===== config.mk =====
export PLATFORM = sky130hd
export DESIGN_NAME = mux_scan_n
export DESIGN_NICKNAME = d
export VERILOG_FILES = /design/src/rtl/mux_scan_n.sv
export SDC_FILE = /design/constraint.sdc
export NUM_CORES = 1
export LEC_CHECK = 0
export ABC_AREA = 1
export BUFFER_PORTS_ARGS = -buffer_cell sky130_fd_sc_hd__buf_4
export CAP_MARGIN = 5
export CORE_AREA = 2 2 129 131
export CTS_CLUSTER_SIZE = 24
export DETAILED_ROUTE_END_ITERATION = 10
export DIE_AREA = 0 0 131 133
export PLACE_DENSITY = 0.75
export SYNTH_ARGS = -nofsm -noshare
export SYNTH_HDL_FRONTEND = slang
export SYNTH_SLANG_ARGS = --single-unit

===== constraint.sdc =====
create_clock -name clk -period 4.66 [get_ports clk]
set_input_delay 0.699 -clock clk [delete_from_list [all_inputs] [get_ports clk]]
set_output_delay 0.699 -clock clk [all_outputs]
set_load 0.02 [all_outputs]

===== src/rtl/mux_scan_n.sv =====
// Registered N-channel multiplexer with a manual select mode and a
// round-robin scan mode. Scanning dwells DWELL cycles per enabled channel,
// can be frozen with hold, and flags each wrap back to a lower channel.
// o, o_ch, o_valid and wrap are registered together on the same edge,
// so they always describe the same channel.
module mux_scan_n #(
    parameter  int WIDTH = 32,
    parameter  int N     = 8,
    parameter  int DWELL = 4,
    localparam int SEL_W = $clog2(N)
) (
    input  logic                 clk,
    input  logic                 rst_n,
    input  logic [N*WIDTH-1:0]   din,
    input  logic [SEL_W-1:0]     sel,
    input  logic                 mode,
    input  logic [N-1:0]         en_mask,
    input  logic                 hold,
    output logic [WIDTH-1:0]     o,
    output logic [SEL_W-1:0]     o_ch,
    output logic                 o_valid,
    output logic                 wrap
);

    localparam int CNT_W  = (DWELL > 1) ? $clog2(DWELL) : 1;
    localparam int MASK_W = 1 << SEL_W;
    localparam logic [CNT_W-1:0] CNT_LAST = CNT_W'(DWELL - 1);

    typedef enum logic [1:0] {MANUAL, SCAN, PARK} state_t;

    state_t             state_q, state_d;
    logic [SEL_W-1:0]   cur_ch_q, cur_ch_d;
    logic [CNT_W-1:0]   cnt_q, cnt_d;
    logic [WIDTH-1:0]   o_d;
    logic [SEL_W-1:0]   o_ch_d;
    logic               o_valid_d;
    logic               wrap_d;
    logic [MASK_W-1:0]  mask_ext;
    logic [SEL_W-1:0]   adv_ch;

    // First enabled channel at or after 'from' (incl=1) or strictly after it
    // (incl=0), modulo N. 'from' may exceed N-1 after a manual out-of-range
    // select, hence the modulo on the starting point. With a single enabled
    // channel the strict search lands back on that channel.
    function automatic logic [SEL_W-1:0] next_enabled(
        input logic [SEL_W-1:0] from,
        input logic [N-1:0]     mask,
        input logic             incl
    );
        logic [SEL_W-1:0] res;
        logic             found;
        int               base;
        int               idx;
        res   = from;
        found = 1'b0;
        base  = int'(from) % N;
        for (int i = 0; i < N; i++) begin
            idx = (base + i + (incl ? 0 : 1)) % N;
            if (!found && mask[idx]) begin
                res   = SEL_W'(idx);
                found = 1'b1;
            end
        end
        return res;
    endfunction

    // Channel slice extraction; channels at or above N read as zero.
    function automatic logic [WIDTH-1:0] chan_data(
        input logic [N*WIDTH-1:0] bus,
        input logic [SEL_W-1:0]   ch
    );
        logic [WIDTH-1:0] res;
        res = '0;
        for (int k = 0; k < N; k++) begin
            if (int'(ch) == k) res = bus[k*WIDTH +: WIDTH];
        end
        return res;
    endfunction

    // Next state, channel pointer, dwell counter and output values.
    always_comb begin
        // NOTE: every signal driven here gets a default first so that no
        // path leaves it unassigned, which would otherwise infer a latch.
        state_d   = state_q;
        cur_ch_d  = cur_ch_q;
        cnt_d     = cnt_q;
        o_d       = o;
        o_ch_d    = o_ch;
        o_valid_d = o_valid;
        wrap_d    = 1'b0;

        // Mask widened to the full select range: bits >= N stay zero, so an
        // out-of-range manual select reads as a disabled channel.
        mask_ext            = '0;
        mask_ext[N-1:0]     = en_mask;
        adv_ch              = next_enabled(cur_ch_q, en_mask, 1'b0);

        if (!mode) begin
            state_d  = MANUAL;
            cur_ch_d = sel;
            cnt_d    = '0;
            o_ch_d   = sel;
            if (mask_ext[sel]) begin
                o_d       = chan_data(din, sel);
                o_valid_d = 1'b1;
            end else begin
                o_d       = '0;
                o_valid_d = 1'b0;
            end
        end else if (en_mask == '0) begin
            state_d   = PARK;
            cnt_d     = '0;
            o_d       = '0;
            o_valid_d = 1'b0;
        end else begin
            state_d = SCAN;
            if (state_q != SCAN) begin
                // Entry: start on the first enabled channel from where we are.
                cur_ch_d = next_enabled(cur_ch_q, en_mask, 1'b1);
                cnt_d    = '0;
            end else if (!mask_ext[cur_ch_q] ||
                         (!hold && cnt_q == CNT_LAST)) begin
                // Mask-out (overrides hold) or end of dwell: move on.
                cur_ch_d = adv_ch;
                cnt_d    = '0;
                wrap_d   = (adv_ch < cur_ch_q);
            end else if (!hold) begin
                cnt_d = cnt_q + CNT_W'(1);
            end
            o_d       = chan_data(din, cur_ch_d);
            o_ch_d    = cur_ch_d;
            o_valid_d = 1'b1;
        end
    end

    // State and output registers with asynchronous clear.
    always_ff @(posedge clk or negedge rst_n) begin
        // NOTE: sequential state uses non-blocking assignments so that every
        // register samples pre-edge values regardless of statement order.
        if (!rst_n) begin
            state_q  <= MANUAL;
            cur_ch_q <= '0;
            cnt_q    <= '0;
            o        <= '0;
            o_ch     <= '0;
            o_valid  <= 1'b0;
            wrap     <= 1'b0;
        end else begin
            state_q  <= state_d;
            cur_ch_q <= cur_ch_d;
            cnt_q    <= cnt_d;
            o        <= o_d;
            o_ch     <= o_ch_d;
            o_valid  <= o_valid_d;
            wrap     <= wrap_d;
        end
    end

endmodule


# Word-level counts from Yosys, hierarchy flattened
# Cells that the tools add are included.
# classes
n_mul	0
div	0
reduce_logical	49
shifts	0
n_lt_le_gt_ge	18
add_sub_neg	15
bitwise_logic	14
mux	136
eq_ne	18
# op_table
operator	count
$mux W32	19
$add A32 B2 Y32 const B	7
$mux W1	73
$lt A4 B5 Y1 const B	14
$mux W3	21
$bmux W1 S3	16
$reduce_or A3 Y1	14
$eq A3 B3 Y1 const B	8
$add A3 B3 Y4 const B	4
$logic_not A1 Y1	16
$logic_and A1 B1 Y1	15
$mux W2	7
$eq A3 B2 Y1 const B	4
$lt A3 B4 Y1 const B	3
$add A3 B2 Y4 const B	2
$logic_not A8 Y1	1
$and A1 B1 Y1	7
$and A1 B1 Y1 const A	7
$eq A3 B1 Y1 const B	2
$logic_not A3 Y1	2
$ne A5 B2 Y1 const B	1
$add A3 B1 Y4 const B	1
$lt A3 B3 Y1	1
$add A2 B1 Y2 const B	1
other kinds (4)	4
# totals
reg_bits	41
rom_bits	0
mem_count	0
word_cells	256
inputBits	271
latchBits	0
mem_bits_rw	0
output_inout_bits	37

# Logic depth before layout (Yosys ltp)
# depth
depth_word	59
mapped_depth	34
ltp_nobuf	30

# Least setup slack after synthesis
# Ideal clock, no wire load.
# synth_path
kind	register to register
from	register cur_ch_q[0]
to	register o[11]
path_buffers	4
t_required_ns	4.539
t_arrival_ns	3.391
stages_incl_launch_ff	33
period_less_slack_ns	3.512
setup_ns	0.121
setup_slack_ns	1.148
cell_sequence	dfrtp_1 -> buf_6 -> inv_4 -> buf_6 -> ha_1 -> buf_2 -> nand2_1 -> nand2_1 -> nand2_1 -> nand2_1 -> nand2_1 -> nand2_4 -> nor2_8 -> nand4_4 -> nor2_4 -> nand2_2 -> nand2_1 -> inv_1 -> nand2_1 -> nand2_1 -> nand2_1 -> nand2_2 -> nand2_1 -> nand2_2 -> nand3_4 -> inv_2 -> buf_4 -> nand2_1 -> o211ai_2 -> nor2_1 -> nand4_1 -> nand2_1 -> nand2_1
# synth_via
elab_chain_cells	59
elab_cells_between_ends	161
classes_between	14 x add/sub; 7 x eq/ne; 109 x mux; 31 x reduce/logical
# synth_rtl
item	line	source
start, declared	32	logic [SEL_W-1:0] cur_ch_q, cur_ch_d;
start signal, assigned	150	cur_ch_q <= cur_ch_d;
$bmux W1 S3	59, 121	
$mux W1 (implied by the code)	59, 121	
$mux W1	59	if (!found && mask[idx]) begin
$mux W1	117	if (state_q != SCAN) begin
$mux W1	110	end else if (en_mask == '0) begin
$mux W1	98	if (!mode) begin
$logic_not A1 Y1	59	
$logic_and A1 B1 Y1	59	
(+38 left out)	--	
$mux W3 *	110	
$mux W3 *	98	
$logic_not A3 Y1	75	if (int'(ch) == k) res = bus[k*WIDTH +: WIDTH];
$mux W32 (7 in series)	75	
$mux W32 *	75	
$mux W32 *	110	
$mux W32 *	98	
named net o_d[11]	34	logic [WIDTH-1:0] o_d;
end signal, assigned	144	o <= '0;
end signal, assigned	152	o <= o_d;
end, declared	19	output logic [WIDTH-1:0] o,
# The timed path passes the listed nets; every way through them passes the cells marked *. The select of a mux whose other input is x is not followed.
# A chain may end at the register's enable or synchronous reset.

# Worst setup path after layout
# layout_path
from	register cur_ch_q[0]
to	register o[20]
# The elaborated chain is that of the path after synthesis.

==> results.yml <==
synth:
  syn_nets: 1532
  yosysWarnings: 0
  avgSynthCellArea_um2: 5.62
  ys_seq_area_share_pct: 14.5
  synth_area_mm2: 0.00705
  ys_ff_latch: 41
  yosysUniqueCellTypes: 50
  postSynthCellCount: 1254
placed_design:
  dp_slack_ns: 0.582
  placed_area_mm2: 0.00956
  dp.cells: 1737
  port_buffers: 307
  dp_hpwl_mm: 29.5
  globalplace.congestion: 1.03
drt:
  routed_wl_mm: 38.1
  drt_iter0_markers: 1561
  first_pass_iters: 8
  drc: 0
  wl_met3_mm: 4.87
  ant_nets: 0
  top_layer: "met4"
  wire_per_inst_um: 21.8
  wl_met2_mm: 16.8
  viasPerCell: 6.07
  vias: 10601
  wl_met1_mm: 13.6
cts:
  htree_num_levels: 2
  cts_resized: 0
  clk_pin_slew_worst_paths_ns: 0.07
  postCtsSetupBuffers: 0
  cts_tree: "built"
  clock_latency_ns: 0.31
  cts.sinks: 41
  cts_root_buf: "clkbuf_16"
  cts-hold-fix-buffers: 0
  cts_made_buffers: 5
  cts_buffer_depth: 2
setup_path:
  rr_endpoint: "o[20]$_DFF_PN0_"
  crit_arrival_ns: 4.43
  setup.worst_path.end_class: "flip-flop"
  rr_startpoint: "cur_ch_q[0]$_DFFE_PN0N_"
  worstSetupPathType: "flip-flop to flip-flop"
  worstPathRequired_ns: 4.85
  startpoint_type: "flip-flop"
  reg2reg_depth: 26
  regToRegSetupSlack_ns: 0.42
  critPathMaxFanout: 15
power_and_ir_drop:
  p_leak_nw: 5.12
  cellPowerDensity_mw_per_mm2: 921
  p_int_mw: 3.44
  clkPwrFrac_pct: 4.6
  switching_share_pct: 61.6
  pwr-share-comb_pct: 88.6
  peakVddDrop_mv: 0.533
  switching_power_mw: 5.52
  seq_power_share_pct: 6.9
finish:
  final_nets: 1802
  fin_area_mm2: 0.00972
  final_util_pct: 60.1
  drive_above_1_share_pct: 27.3
  area_delta_synth_final_pct: 37.9
  final-instance-count-excl-fill: 1746
floorplanning:
  die_h_um: 133
  fp.coreArea_mm2: 0.0162
  dieWidth_um: 131
  ioPinCount: 308
  core.rowCount: 47
  die_area_mm2: 0.0174
  start_util_pct: 43.6
sta:
  final_hold_viol_count: 0
  setup_viol: 0
  worst_pin_slew_ns: 0.988
  period_needed_ns: 4.24
  fin_ws_ns: 0.419
  maxSlewViolCount: 0
  period_share_pct: 91.0
  relSlewSlack_pct: 34.1
  finalClockSkew_ns: 0.0152
  fmax_mhz: 236
  fin_setup_tns_ns: 0
  rsz0062_at_grt: "no"
min_path:
  hp-class: "input port to async pin"
global_routing:
  grt_pass1_wl_mm: 56.2
  grt_overflow: 0
  antenna_found_initial: 1
  grt_use_total_pct: 42.8
  grt_pass1_vias: 9804
  grt_max_degree: 42
run_status:
  outcome: "finished clean"
job:
  maxCapViolCount: 0
[power by group through the flow]
stage          combinational (mW)  clock, mW  sequential, mW
2_1_floorplan                5.41          0           0.765
3_3_place_gp                 7.62          0           0.619
3_5_place_dp                 7.68          0           0.617
4_1_cts                      7.72      0.408           0.612
5_1_grt                      8.67      0.423           0.618
6_report                     7.94      0.408           0.615
[cell type report]
class | instances | area, um2
Multi-Input combinational cell | 982 | 5070
Tap cell | 220 | 275
Clock buffer | 7 | 153
Clock inverter | 1 | 8.76
Fill cell | 1627 | 6450
Timing Repair Buffer | 338 | 2600
Inverter | 156 | 588
Antenna cell | 1 | 2.50
Sequential cell | 41 | 1030
[sequential cells by signal, indices dropped and copies added, names as in the netlist]
| name | cells |
|---|---|
| wrap | 1 |
| o_valid | 1 |
| cnt_q | 2 |
| cur_ch_q | 3 |
| state_q | 2 |
| o | 32 |
[layer usage]
layer | vias to the layer above | global-route usage [%]
li1 | 4762 | -
met1 | 4746 | 54.4
met2 | 924 | 66.0
met3 | 169 | 8.69
met4 | 0 | 26.1
met5 | - | 0
[worst max-delay path: stages, from the launching register on]
cell and delay (ns):
dfrtp_1 0.40, inv_4 0.16, ha_1 0.32, inv_2 0.15
nand2_1 0.07, nand2_1 0.32, nand2_1 0.11, o21ai_2 0.09
nand2_1 0.09, nand2_1 0.18, nand4_4 0.14, nor2_4 0.18
nand2_2 0.11, nand3_1 0.18, nand3_1 0.12, nand2_1 0.11
nand2_1 0.07, nand2_2 0.12, inv_2 0.17, nand3_4 0.24
inv_2 0.19, nand2_1 0.10, nand3_1 0.07, nor2_1 0.20
nand4_1 0.11, nand2_1 0.07, nand2_1 0.06
[worst max-delay path by stage]
stage / from / end / slack, ns / cells past startpoint
2_1_floorplan: cur_ch_q[0]$_DFFE_PN0N_ / o[11]$_DFF_PN0_ / 1.15 / 32
4_1_cts: cur_ch_q[0]$_DFFE_PN0N_ / o[20]$_DFF_PN0_ / 0.57 / 27
3_5_place_dp: cur_ch_q[0]$_DFFE_PN0N_ / o[20]$_DFF_PN0_ / 0.58 / 27
6_report: cur_ch_q[0]$_DFFE_PN0N_ / o[20]$_DFF_PN0_ / 0.42 / 26
5_1_grt: cur_ch_q[0]$_DFFE_PN0N_ / o[20]$_DFF_PN0_ / 0.13 / 27
3_3_place_gp: cur_ch_q[0]$_DFFE_PN0N_ / o[22]$_DFF_PN0_ / 0.66 / 27
[stage by stage]
step | hold slack, ns | power, mW
2_1_floorplan | 0.403 | 6.17
3_3_place_gp | 0.527 | 8.24
3_5_place_dp | 0.538 | 8.30
4_1_cts | 0.439 | 8.74
5_1_grt | 0.446 | 9.71
6_report | 0.411 | 8.96
[synth_stat cells (all sizes together)]
cell,n,area (um2)
nand2,462,1790
inv,155,584
nor2,111,470
a21oi,66,349
o21ai,66,342
o211ai,64,531
nand3,63,368
nand4,57,378
dfrtp,41,1030
o2111ai,39,342
buf,38,246
clkbuf,37,139
a32oi,18,158
a221oi,9,78.8
ha,7,87.6
nor3,4,31.3
and2,2,12.5
mux2i,2,20.0
o22ai,2,12.5
xor2,2,25.0
a211oi,1,7.51
a21boi,1,7.51
a21o,1,7.51
a32o,1,10.0
clkinv,1,3.75
nor4,1,6.26
o21a,1,7.51
o21bai,1,7.51
or2,1,6.26
[layout by cell type (no fill, tap or decap), types with 2 or more instances in the layout]
cell type / instances
a21oi_1: 63
clkbuf_16: 5
ha_1: 7
inv_2: 13
inv_1: 141
and2_1: 2
nand3_4: 3
o21ai_2: 3
o211ai_2: 10
nand2_2: 13
nand3_2: 3
a21oi_2: 2
buf_4: 333
dfrtp_1: 41
mux2i_1: 2
nor2_2: 10
o21ai_1: 32
o22ai_1: 2
a32oi_1: 18
nand4_1: 55
o211ai_1: 54
nor2_4: 4
buf_12: 5
nor2_1: 96
o2111ai_1: 39
nand2_4: 3
nor3_1: 3
o21ai_0: 31
clkbuf_8: 2
a221oi_1: 9
nand2_1: 446
nand3_1: 57
[cell families after synthesis]
group / after synthesis / share of synthesized area [%]
muxes: 2 / 0.284
adders and majority gates: 7 / 1.24
buffers and inverters: 231 / 13.8
xor gates and xnor gates: 2 / 0.355
AOI/OAI and AO/OA: 270 / 26.4
and+or+nand+nor: 701 / 43.4
DFF: 41 / 14.5
No activity file was read; power rests on OpenSTA's default activity.
